--- src/rtl/shift_normalizer_if.sv ---
// rtl/shift_normalizer_if.sv - start/done handshake bundle between a controller and shift_normalizer
//
// Purpose: groups the request (start/mode/din) and result (busy/done/dout/shamt/degen)
// signals of the normalizer so they travel as one port.
// Signals:
//   start  request, sampled by the normalizer only while idle
//   mode   0 = unsigned normalize, 1 = signed normalize
//   din    WIDTH-bit operand
//   busy   normalizer is not idle
//   done   one-cycle result-valid pulse
//   dout   normalized value
//   shamt  number of left shifts applied
//   degen  operand cannot be normalized
// Modports: master = controller side, slave = normalizer side.
interface shift_normalizer_if #(
  parameter int WIDTH = 16
);
  localparam int SW = $clog2(WIDTH);

  logic             start;
  logic             mode;
  logic [WIDTH-1:0] din;
  logic             busy;
  logic             done;
  logic [WIDTH-1:0] dout;
  logic [SW-1:0]    shamt;
  logic             degen;

  modport master (
    output start, mode, din,
    input  busy, done, dout, shamt, degen
  );

  modport slave (
    input  start, mode, din,
    output busy, done, dout, shamt, degen
  );
endinterface

--- src/rtl/shift_normalizer.sv ---
// rtl/shift_normalizer.sv - sequential normalizer recovering the left-shift amount of an operand
//
// Purpose: shifts a latched operand left one bit per cycle until it is normalized,
// then reports the normalized value and the shift count with a one-cycle done pulse.
// Ports:
//   clk    rising-edge clock
//   rst_n  asynchronous active-low reset
//   bus    shift_normalizer_if slave modport (start/mode/din in; busy/done/dout/shamt/degen out)
// All outputs are registered.
module shift_normalizer #(
  parameter int WIDTH = 16
) (
  input  logic                 clk,
  input  logic                 rst_n,
  shift_normalizer_if.slave    bus
);
  localparam int SW = $clog2(WIDTH);

  typedef enum logic [1:0] {
    IDLE  = 2'd0,
    SHIFT = 2'd1,
    DONE  = 2'd2
  } state_t;

  state_t           state_q, state_d;
  logic [WIDTH-1:0] r_q, r_d;
  logic             mode_q, mode_d;
  logic [WIDTH-1:0] dout_q, dout_d;
  logic [SW-1:0]    shamt_q, shamt_d;
  logic             degen_q, degen_d;
  logic             busy_q, busy_d;
  logic             done_q, done_d;

  logic             degen_in;
  logic             norm;

  // Operands that no amount of shifting can normalize go straight to DONE.
  assign degen_in = bus.mode ? ((bus.din == '0) || (bus.din == '1)) : (bus.din == '0);

  // Signed normalization: sign bit differs from the bit below it.
  assign norm = mode_q ? (r_q[WIDTH-1] ^ r_q[WIDTH-2]) : r_q[WIDTH-1];

  always_comb begin
    state_d = state_q;
    r_d     = r_q;
    mode_d  = mode_q;
    dout_d  = dout_q;
    shamt_d = shamt_q;
    degen_d = degen_q;

    case (state_q)
      IDLE: begin
        if (bus.start) begin
          mode_d  = bus.mode;
          shamt_d = '0;
          if (degen_in) begin
            dout_d  = bus.din;
            degen_d = 1'b1;
            state_d = DONE;
          end else begin
            r_d     = bus.din;
            degen_d = 1'b0;
            state_d = SHIFT;
          end
        end
      end
      SHIFT: begin
        if (norm) begin
          dout_d  = r_q;
          state_d = DONE;
        end else begin
          r_d     = {r_q[WIDTH-2:0], 1'b0};
          shamt_d = shamt_q + 1'b1;
        end
      end
      DONE: begin
        state_d = IDLE;
      end
      default: begin
        state_d = IDLE;
      end
    endcase

    // Status flags are registered from the next state so they line up with it.
    busy_d = (state_d != IDLE);
    done_d = (state_d == DONE);
  end

  always_ff @(posedge clk or negedge rst_n) begin
    if (!rst_n) begin
      state_q <= IDLE;
      r_q     <= '0;
      mode_q  <= 1'b0;
      dout_q  <= '0;
      shamt_q <= '0;
      degen_q <= 1'b0;
      busy_q  <= 1'b0;
      done_q  <= 1'b0;
    end else begin
      state_q <= state_d;
      r_q     <= r_d;
      mode_q  <= mode_d;
      dout_q  <= dout_d;
      shamt_q <= shamt_d;
      degen_q <= degen_d;
      busy_q  <= busy_d;
      done_q  <= done_d;
    end
  end

  assign bus.busy  = busy_q;
  assign bus.done  = done_q;
  assign bus.dout  = dout_q;
  assign bus.shamt = shamt_q;
  assign bus.degen = degen_q;
endmodule
--- src/flat_wrapper.sv ---
// flat-port wrapper written by rule: the top's interface ports become plain ports
module shift_normalizer_flat 
#(
  parameter int WIDTH = 16
)
  (clk, rst_n, bus_start, bus_mode, bus_din, bus_busy, bus_done, bus_dout, bus_shamt, bus_degen);
  shift_normalizer_if #(.WIDTH(WIDTH)) bus_i ();
  input  logic clk;
  input  logic rst_n;
  input wire logic [$bits(bus_i.start)-1:0] bus_start;
  input wire logic [$bits(bus_i.mode)-1:0] bus_mode;
  input wire logic [$bits(bus_i.din)-1:0] bus_din;
  output wire logic [$bits(bus_i.busy)-1:0] bus_busy;
  output wire logic [$bits(bus_i.done)-1:0] bus_done;
  output wire logic [$bits(bus_i.dout)-1:0] bus_dout;
  output wire logic [$bits(bus_i.shamt)-1:0] bus_shamt;
  output wire logic [$bits(bus_i.degen)-1:0] bus_degen;
  assign bus_i.start = bus_start;
  assign bus_i.mode = bus_mode;
  assign bus_i.din = bus_din;
  assign bus_busy = bus_i.busy;
  assign bus_done = bus_i.done;
  assign bus_dout = bus_i.dout;
  assign bus_shamt = bus_i.shamt;
  assign bus_degen = bus_i.degen;
  shift_normalizer #(.WIDTH(WIDTH)) u_core (.clk(clk), .rst_n(rst_n), .bus(bus_i));
endmodule
--- config.mk ---
export PLATFORM = sky130hd
export DESIGN_NAME = shift_normalizer_flat
export DESIGN_NICKNAME = d
export VERILOG_FILES = /design/src/rtl/shift_normalizer_if.sv /design/src/rtl/shift_normalizer.sv /design/src/flat_wrapper.sv
export SDC_FILE = /design/constraint.sdc
export NUM_CORES = 1
export LEC_CHECK = 0
export ABC_AREA = 1
export BUFFER_PORTS_ARGS = -buffer_cell sky130_fd_sc_hd__buf_2
export CORE_MARGIN = 3
export CORE_UTILIZATION = 40
export DETAILED_ROUTE_END_ITERATION = 10
export GPL_TIMING_DRIVEN = 0
export MAX_ROUTING_LAYER = met4
export SYNTH_ARGS = -nofsm -noshare
export SYNTH_HDL_FRONTEND = slang
export SYNTH_SLANG_ARGS = --single-unit
--- constraint.sdc ---
create_clock -name clk -period 3.9 [get_ports clk]
set_input_delay 0.39 -clock clk [delete_from_list [all_inputs] [get_ports clk]]
set_output_delay 0.39 -clock clk [all_outputs]
set_load 0.01 [all_outputs]
==> results of run 1 <==
==> worst reg2reg max path, delay by kind of cell, from the launching register on <==
kind            cells  cell delay (ps)
flops               1              440
simple gates        3              420
compound gates      1              340
buf+inv             2              300
==> logic make-up (layout without fill, tap and decap cells) <==
| family | Yosys count | count (layout) | synth area share (%) |
|---|---|---|---|
| simple gates | 170 | 170 | 34.6 |
| flops | 42 | 42 | 47.8 |
| buf+inv | 38 | 88 | 9.16 |
| compound gates | 33 | 33 | 7.51 |
| fa+ha+maj | 1 | 1 | 0.569 |
| xor+xnor | 1 | 1 | 0.398 |
==> registers in the layout (all words and copies together) (netlist names) <==
register,flops
u_core.mode_q,1
u_core.bus.shamt,4
u_core.bus.busy,1
u_core.r_q,16
u_core.bus.dout,16
u_core.bus.degen,1
u_core.state_q,2
u_core.bus.done,1
==> area by class of cell <==
| class | instances | area [um2] | share of cell area [%] |
|---|---|---|---|
| buffer | 12 | 104 | 4.01 |
| timing repair buffer | 42 | 210 | 8.12 |
| clock buffer | 7 | 86.3 | 3.33 |
| multi-input combinational | 205 | 947 | 36.6 |
| clock inverter | 1 | 5.00 | 0.193 |
| inverter | 26 | 97.6 | 3.77 |
| tap | 70 | 87.6 | 3.38 |
| sequential | 42 | 1050 | 40.6 |
==> stage by stage <==
step / power, mW / hold WS (ps)
after floorplan: 1.60 / 94.4
final: 2.22 / 240
after CTS: 2.25 / 273
after detailed placement: 1.94 / 454
after global placement: 1.93 / 450
after global routing: 2.43 / 312
==> worst min-delay path by stage <==
stage | from | end | slack, ps | cells past startpoint
3_3_place_gp | u_core.bus.dout[14]$_DFFE_PN0P_ | u_core.bus.dout[14]$_DFFE_PN0P_ | 450 | 2
3_5_place_dp | u_core.bus.dout[0]$_DFFE_PN0P_ | u_core.bus.dout[0]$_DFFE_PN0P_ | 450 | 2
6_report | rst_n | u_core.bus.dout[8]$_DFFE_PN0P_ | 240 | 1
5_1_grt | bus_mode | u_core.mode_q$_DFFE_PN0P_ | 310 | 3
2_1_floorplan | rst_n | u_core.bus.busy$_DFF_PN0_ | 90 | 0
4_1_cts | rst_n | u_core.bus.dout[14]$_DFFE_PN0P_ | 270 | 1
==> routing by layer <==
| metal | vias to the layer above | track usage [%] |
|---|---|---|
| li1 | 1005 | - |
| met3 | 8 | 3.92 |
| met4 | 0 | 6.25 |
| met1 | 902 | 23.7 |
| met2 | 44 | 29.0 |
| met5 | - | - |
==> synthesized netlist by cell type (3+ instances only) <==
cell	number	area (um2)
nand2_1	100	375
dfrtp_1	42	1050
nand3_1	39	195
inv_1	24	90.1
o21ai_1	18	90.1
o21ai_0	15	75.1
nor2_1	13	48.8
nand2_2	7	43.8
buf_6	5	56.3
nand2_4	3	33.8
==> report_power, final <==
part / switching, mW / internal [mW] / total, mW / leakage, nW
clock network: 0.153 / 0.143 / 0.296 / 0.0482
logic: 0.752 / 0.433 / 1.19 / 0.861
registers: 0.106 / 0.634 / 0.740 / 0.533
total: 1.01 / 1.21 / 2.22 / 1.44
==> results.py, run 1 <==
metrics = {
    "die": {
        "die_h_um": 80.2,
        "core.rowCount": 26,
        "die_w_um": 80.2,
        "die_area_um2": 6420,
        "io_pins": 43,
        "coreArea_um2": 5200,
        "initial_core_util_pct": 42.3,
    },
    "synth": {
        "synth_top_flop_cell": "dfrtp_1",
        "yosysWarnings": 0,
        "postSynthCellCount": 285,
        "synth.net_count": 306,
        "ys_ff_latch": 42,
        "avgSynthCellArea_um2": 7.72,
        "yosysUniqueCellTypes": 23,
        "synthArstFlopShare_pct": 100,
        "synth_edf_count": 0,
        "ys_seq_area_share_pct": 47.8,
        "netlist_area_um2": 2200,
    },
    "setup_path": {
        "worstSetupEndpoint": "u_core.bus.dout[15]$_DFFE_PN0P_",
        "cp_max_fo": 10,
        "worst-path-buf-inv": 2,
        "crit_path_start": "u_core.state_q[1]$_DFF_PN0_",
        "critPathArrivalTime_ps": 1790,
        "crit_path_start_kind": "register",
        "worstSetupPathType": "register to register",
        "reg2reg_from": "u_core.state_q[1]$_DFF_PN0_",
        "critPathMaxStageDelay_ps": 440,
        "crit_family": "flip-flops",
        "worst_r2r_endpoint": "u_core.bus.dout[15]$_DFFE_PN0P_",
        "crit_path_end_kind": "register",
        "path_depth": 6,
        "r2r_cells": 6,
        "required_ps": 4140,
        "crit_path_top_delay_cell": "dfrtp_1",
        "path_cells": "nor2_4, inv_2, clkbuf_1, o21ai_0, nand3_1, nand2_1",
        "reg2reg_slack_ps": 2350,
    },
    "sta": {
        "setup_viol": 0,
        "maxSlewHeadroom_pct": 36.1,
        "max_freq_mhz": 645,
        "post-route-period-util_pct": 39.8,
        "worst_pin_slew_ps": 959,
        "min_period_ps": 1550,
        "rsz0062_at_grt": "false",
        "timing.final.ws_setup_ps": 2350,
        "clock_skew_ps": 3.66,
        "hold_viol_final": 0,
        "setup_tns_ps": 0,
        "slew_violations": 0,
    },
    "cts": {
        "cts_buffer_depth": 2,
        "clk_pin_slew_ps": 80,
        "clk_latency_ps": 300,
        "ctsHoldBuffers": 0,
        "numCtsBuffers": 5,
        "h-tree-depth": 2,
        "clock-root-buffer": "clkbuf_8",
        "clock-sinks": 42,
        "cts_tree": "built",
        "ctsResizeCount": 0,
        "post_cts_buffers": 0,
    },
    "cells_and_area": {
        "mostFrequentLayoutCell": "nand2_1",
        "layout.nets": 355,
        "num_antenna_cells": 0,
        "syn_to_final_growth_pct": 17.7,
        "final_cell_mix": "nand2_1 (100), buf_2 (44), dfrtp_1 (42), nand3_1 (39), inv_1 (24)",
        "fillers": 557,
        "utilization_pct": 49.7,
        "drive_gt1_share_pct": 22.4,
        "stdcell_count": 405,
        "finalInstanceArea_um2": 2590,
    },
    "detailed_routing": {
        "drt-total-wl_um": 5270,
        "routed-wl-met3_um": 256,
        "top_layer_used": "met4",
        "postRouteAntennaNets": 0,
        "wl_met2_um": 2420,
        "drt_iter0_drc": 111,
        "dr.pass1.iters": 6,
        "m1WireLength_um": 2490,
        "viasPerCell": 4.84,
        "drc_errors": 0,
        "routedWlPerCell_um": 13.0,
        "vias": 1959,
    },
    "placed_design": {
        "dp_hpwl_um": 3860,
        "port_buffers": 42,
        "place_congestion": 0.885,
        "dp_cells": 397,
        "dpl_worst_slack_ps": 2300,
        "place_area_um2": 2500,
    },
    "grt": {
        "grt_pass1_vias": 1827,
        "antenna_found_initial": 0,
        "grt_overflow": 0,
        "grt_max_degree": 43,
        "grt_usage_pct": 18.4,
        "grt_first_pass_wirelength_um": 8760,
    },
    "power_and_ir_drop": {
        "p_leak_nw": 1.44,
        "peakVddDrop_v": 0.000450,
        "power_density_nw_per_um2": 858,
    },
    "status": {
        "outcome": "finished, final reports clean",
    },
    "hold_path": {
        "hp-class": "primary input to async pin",
    },
    "run": {
        "max-cap-violations": 0,
    },
}
(Power assumes the default switching activity.)
==> inputs of run 2 (changes only) <==
- ABC_AREA: 1 -> 0
- clock period: 3.9 -> 1.6 ns (I/O delays scaled with it)
==> results.py, run 2 <==
metrics = {
    "synth": {
        "synthArstFlopShare_pct": 100,
        "synth_area_leaders": "dfrtp_1 (44%), or4b_1 (6.7%), o21ai_0 (6.3%)",
        "synth_top_flop_cell": "dfrtp_1",
        "postSynthCellCount": 255,
        "yosysUniqueCellTypes": 39,
        "synth_edf_count": 0,
        "synth_top_cell_by_area": "dfrtp_1",
        "yosysWarnings": 0,
        "synth.net_count": 276,
        "avgSynthCellArea_um2": 9.40,
        "ys_seq_area_share_pct": 43.9,
        "ys_ff_latch": 42,
        "yosysTopAreaCellShare_pct": 43.9,
        "netlist_area_um2": 2400,
        "yosys.cell_count.top_type": "dfrtp_1",
        "synth_top_cells_by_count": "dfrtp_1 (42), nor2_1 (33), o21ai_0 (30), a21oi_1 (23), or4b_1 (16)",
    },
    "sta": {
        "slew_violations": 0,
        "max_freq_mhz": 613,
        "post-route-period-util_pct": 102,
        "setup_tns_ps": -194,
        "rsz0062_at_grt": "true",
        "fin_hold_ws_ps": 4.19,
        "min_period_ps": 1630,
        "timing.final.ws_setup_ps": -31.6,
        "maxSlewHeadroom_pct": 36.6,
        "clock_skew_ps": 7.09,
        "worst_pin_slew_ps": 952,
        "hold_viol_final": 0,
        "setup_viol": 10,
    },
    "status": {
        "failed_checks": "setup timing",
        "outcome": "complete, but fails checks",
    },
    "detailed_routing": {
        "drc_errors": 0,
        "routedWlPerCell_um": 18.3,
        "viasPerCell": 5.81,
        "drt-total-wl_um": 7230,
        "vias": 2302,
        "drt_iter0_drc": 160,
        "postRouteAntennaNets": 0,
        "dr.pass1.iters": 5,
    },
    "cts": {
        "numCtsBuffers": 5,
        "h-tree-depth": 2,
        "clk_latency_ps": 300,
        "clock-sinks": 42,
        "clk_pin_slew_ps": 90,
        "ctsHoldBuffers": 0,
        "cts_tree": "built",
        "cts_buffer_depth": 2,
        "clock-root-buffer": "clkbuf_8",
    },
    "placed_design": {
        "port_buffers": 42,
        "place_congestion": 0.931,
        "dp_hpwl_um": 4720,
    },
    "grt": {
        "grt_pass1_vias": 2210,
        "grt_first_pass_wirelength_um": 11200,
        "antenna_found_initial": 0,
        "grt_overflow": 0,
        "grt_usage_pct": 20.9,
        "grt_max_degree": 43,
    },
    "die": {
        "die_w_um": 83.4,
        "coreArea_um2": 5640,
        "io_pins": 43,
        "die_h_um": 83.4,
        "core.rowCount": 27,
        "die_area_um2": 6950,
        "initial_core_util_pct": 42.5,
    },
    "setup_path": {
        "worstSetupEndpoint": "u_core.r_q[7]$_DFFE_PN0P_",
        "crit_path_start": "u_core.state_q[0]$_DFF_PN0_",
        "reg2reg_slack_ps": -30,
        "worstSetupPathType": "register to register",
        "required_ps": 1840,
        "crit_path_start_kind": "register",
        "r2r_cells": 5,
        "worst_r2r_endpoint": "u_core.r_q[7]$_DFFE_PN0P_",
        "critPathArrivalTime_ps": 1870,
        "crit_path_end_kind": "register",
        "reg2reg_from": "u_core.state_q[0]$_DFF_PN0_",
        "cp_max_fo": 6,
    },
    "cells_and_area": {
        "layout.nets": 344,
        "mostFrequentLayoutCell": "buf_2",
        "final_cell_mix": "buf_2 (45), dfrtp_1 (40), nor2_1 (33), a21oi_1 (23), buf_4 (19)",
        "num_antenna_cells": 0,
        "drive_gt1_share_pct": 45.1,
        "fillers": 497,
        "syn_to_final_growth_pct": 35.5,
    },
    "run": {
        "max-cap-violations": 0,
    },
    "power_and_ir_drop": {
        "power_mw": 6.40,
        "p_leak_nw": 1.36,
        "power_density_nw_per_um2": 1970,
        "peakVddDrop_v": 0.000876,
    },
    "hold_path": {
        "hp-class": "primary input to async pin",
    },
}
==> run 2: changes by cell type after synthesis, moves of 16 or more <==
cell     delta
or4b_1     +16
inv_1      -23
a21oi_1    +23
nor2_1     +20
nand3_1    -36
nand2_1    -91
==> run 2: kinds of logic (layout without fill, tap and decap cells) <==
group,Yosys count,count (layout),synth area share [%]
XOR/XNOR,1,1,0.366
adder cells (fa/ha/maj),1,1,0.522
multiplexers,2,2,0.836
buffers and inverters,23,92,5.07
AO/OA/AOI/OAI,86,86,23.0
flip-flops,42,42,43.9
AND/OR/NAND/NOR,100,100,26.3
==> run 2: layer usage <==
metal	vias to the layer above	global-route usage [%]	share of wire, %
met3	11	4.07	6.3
met5	-	-	0
met2	88	32.5	47
met1	1108	28.0	46
li1	1095	-	-
met4	0	5.35	0.95
==> run 2: critical path, stage by stage, from the launching register on <==
cell,delay (ps)
dfrtp_1,390
or3b_4,420
a211o_1,330
buf_6,170
clkbuf_16,160
a21oi_2,110
==> run 2: repair_timing <==
item,4_1_cts,5_1_grt
pin swaps,9,3
endpoints found under the setup margin,27,34
cloned,0,2
gates resized for setup,57,50
setup buffers,17,1
endpoints found under the hold margin,0,0
==> run 2: report_power, final <==
| part | switching (mW) | internal (mW) |
|---|---|---|
| clock network | 0.386 | 0.460 |
| registers | 0.325 | 1.56 |
| logic | 1.93 | 1.74 |
| total | 2.64 | 3.76 |
==> run 2: cell type report <==
| cell class | instances | area (um2) | share of cell area, % |
|---|---|---|---|
| multi-input combinational | 190 | 1400 | 43.0 |
| sequential | 42 | 1050 | 32.4 |
| timing repair buffer | 62 | 390 | 12.0 |
| buffer | 21 | 203 | 6.24 |
| tap | 72 | 90.1 | 2.77 |
| clock buffer | 5 | 68.8 | 2.12 |
| clock inverter | 3 | 40.0 | 1.23 |
| inverter | 1 | 3.75 | 0.116 |
==> run 2: worst min path at each step <==
stage	start	end	slack, ps	cells past startpoint
after floorplan	rst_n	u_core.bus.busy$_DFF_PN0_	-140	0
after global placement	rst_n	u_core.bus.dout[0]$_DFFE_PN0P_	360	1
after detailed placement	rst_n	u_core.bus.dout[0]$_DFFE_PN0P_	370	1
after CTS	rst_n	u_core.bus.dout[4]$_DFFE_PN0P_	40	1
after global routing	rst_n	u_core.r_q[4]$_DFFE_PN0P_	80	1
final	rst_n	u_core.bus.dout[14]$_DFFE_PN0P_	4	1
==> run 2: through the flow <==
step	instances	utilization (%)	worst slack, ps	instance area, um2
floorplan	255	-	27.9	2400
global placement	369	47.8	-275	2700
detailed placement	369	47.8	-290	2700
CTS	393	54.2	-4.65	3060
global route	396	57.6	-73.1	3250
finish	396	57.6	-31.6	3250
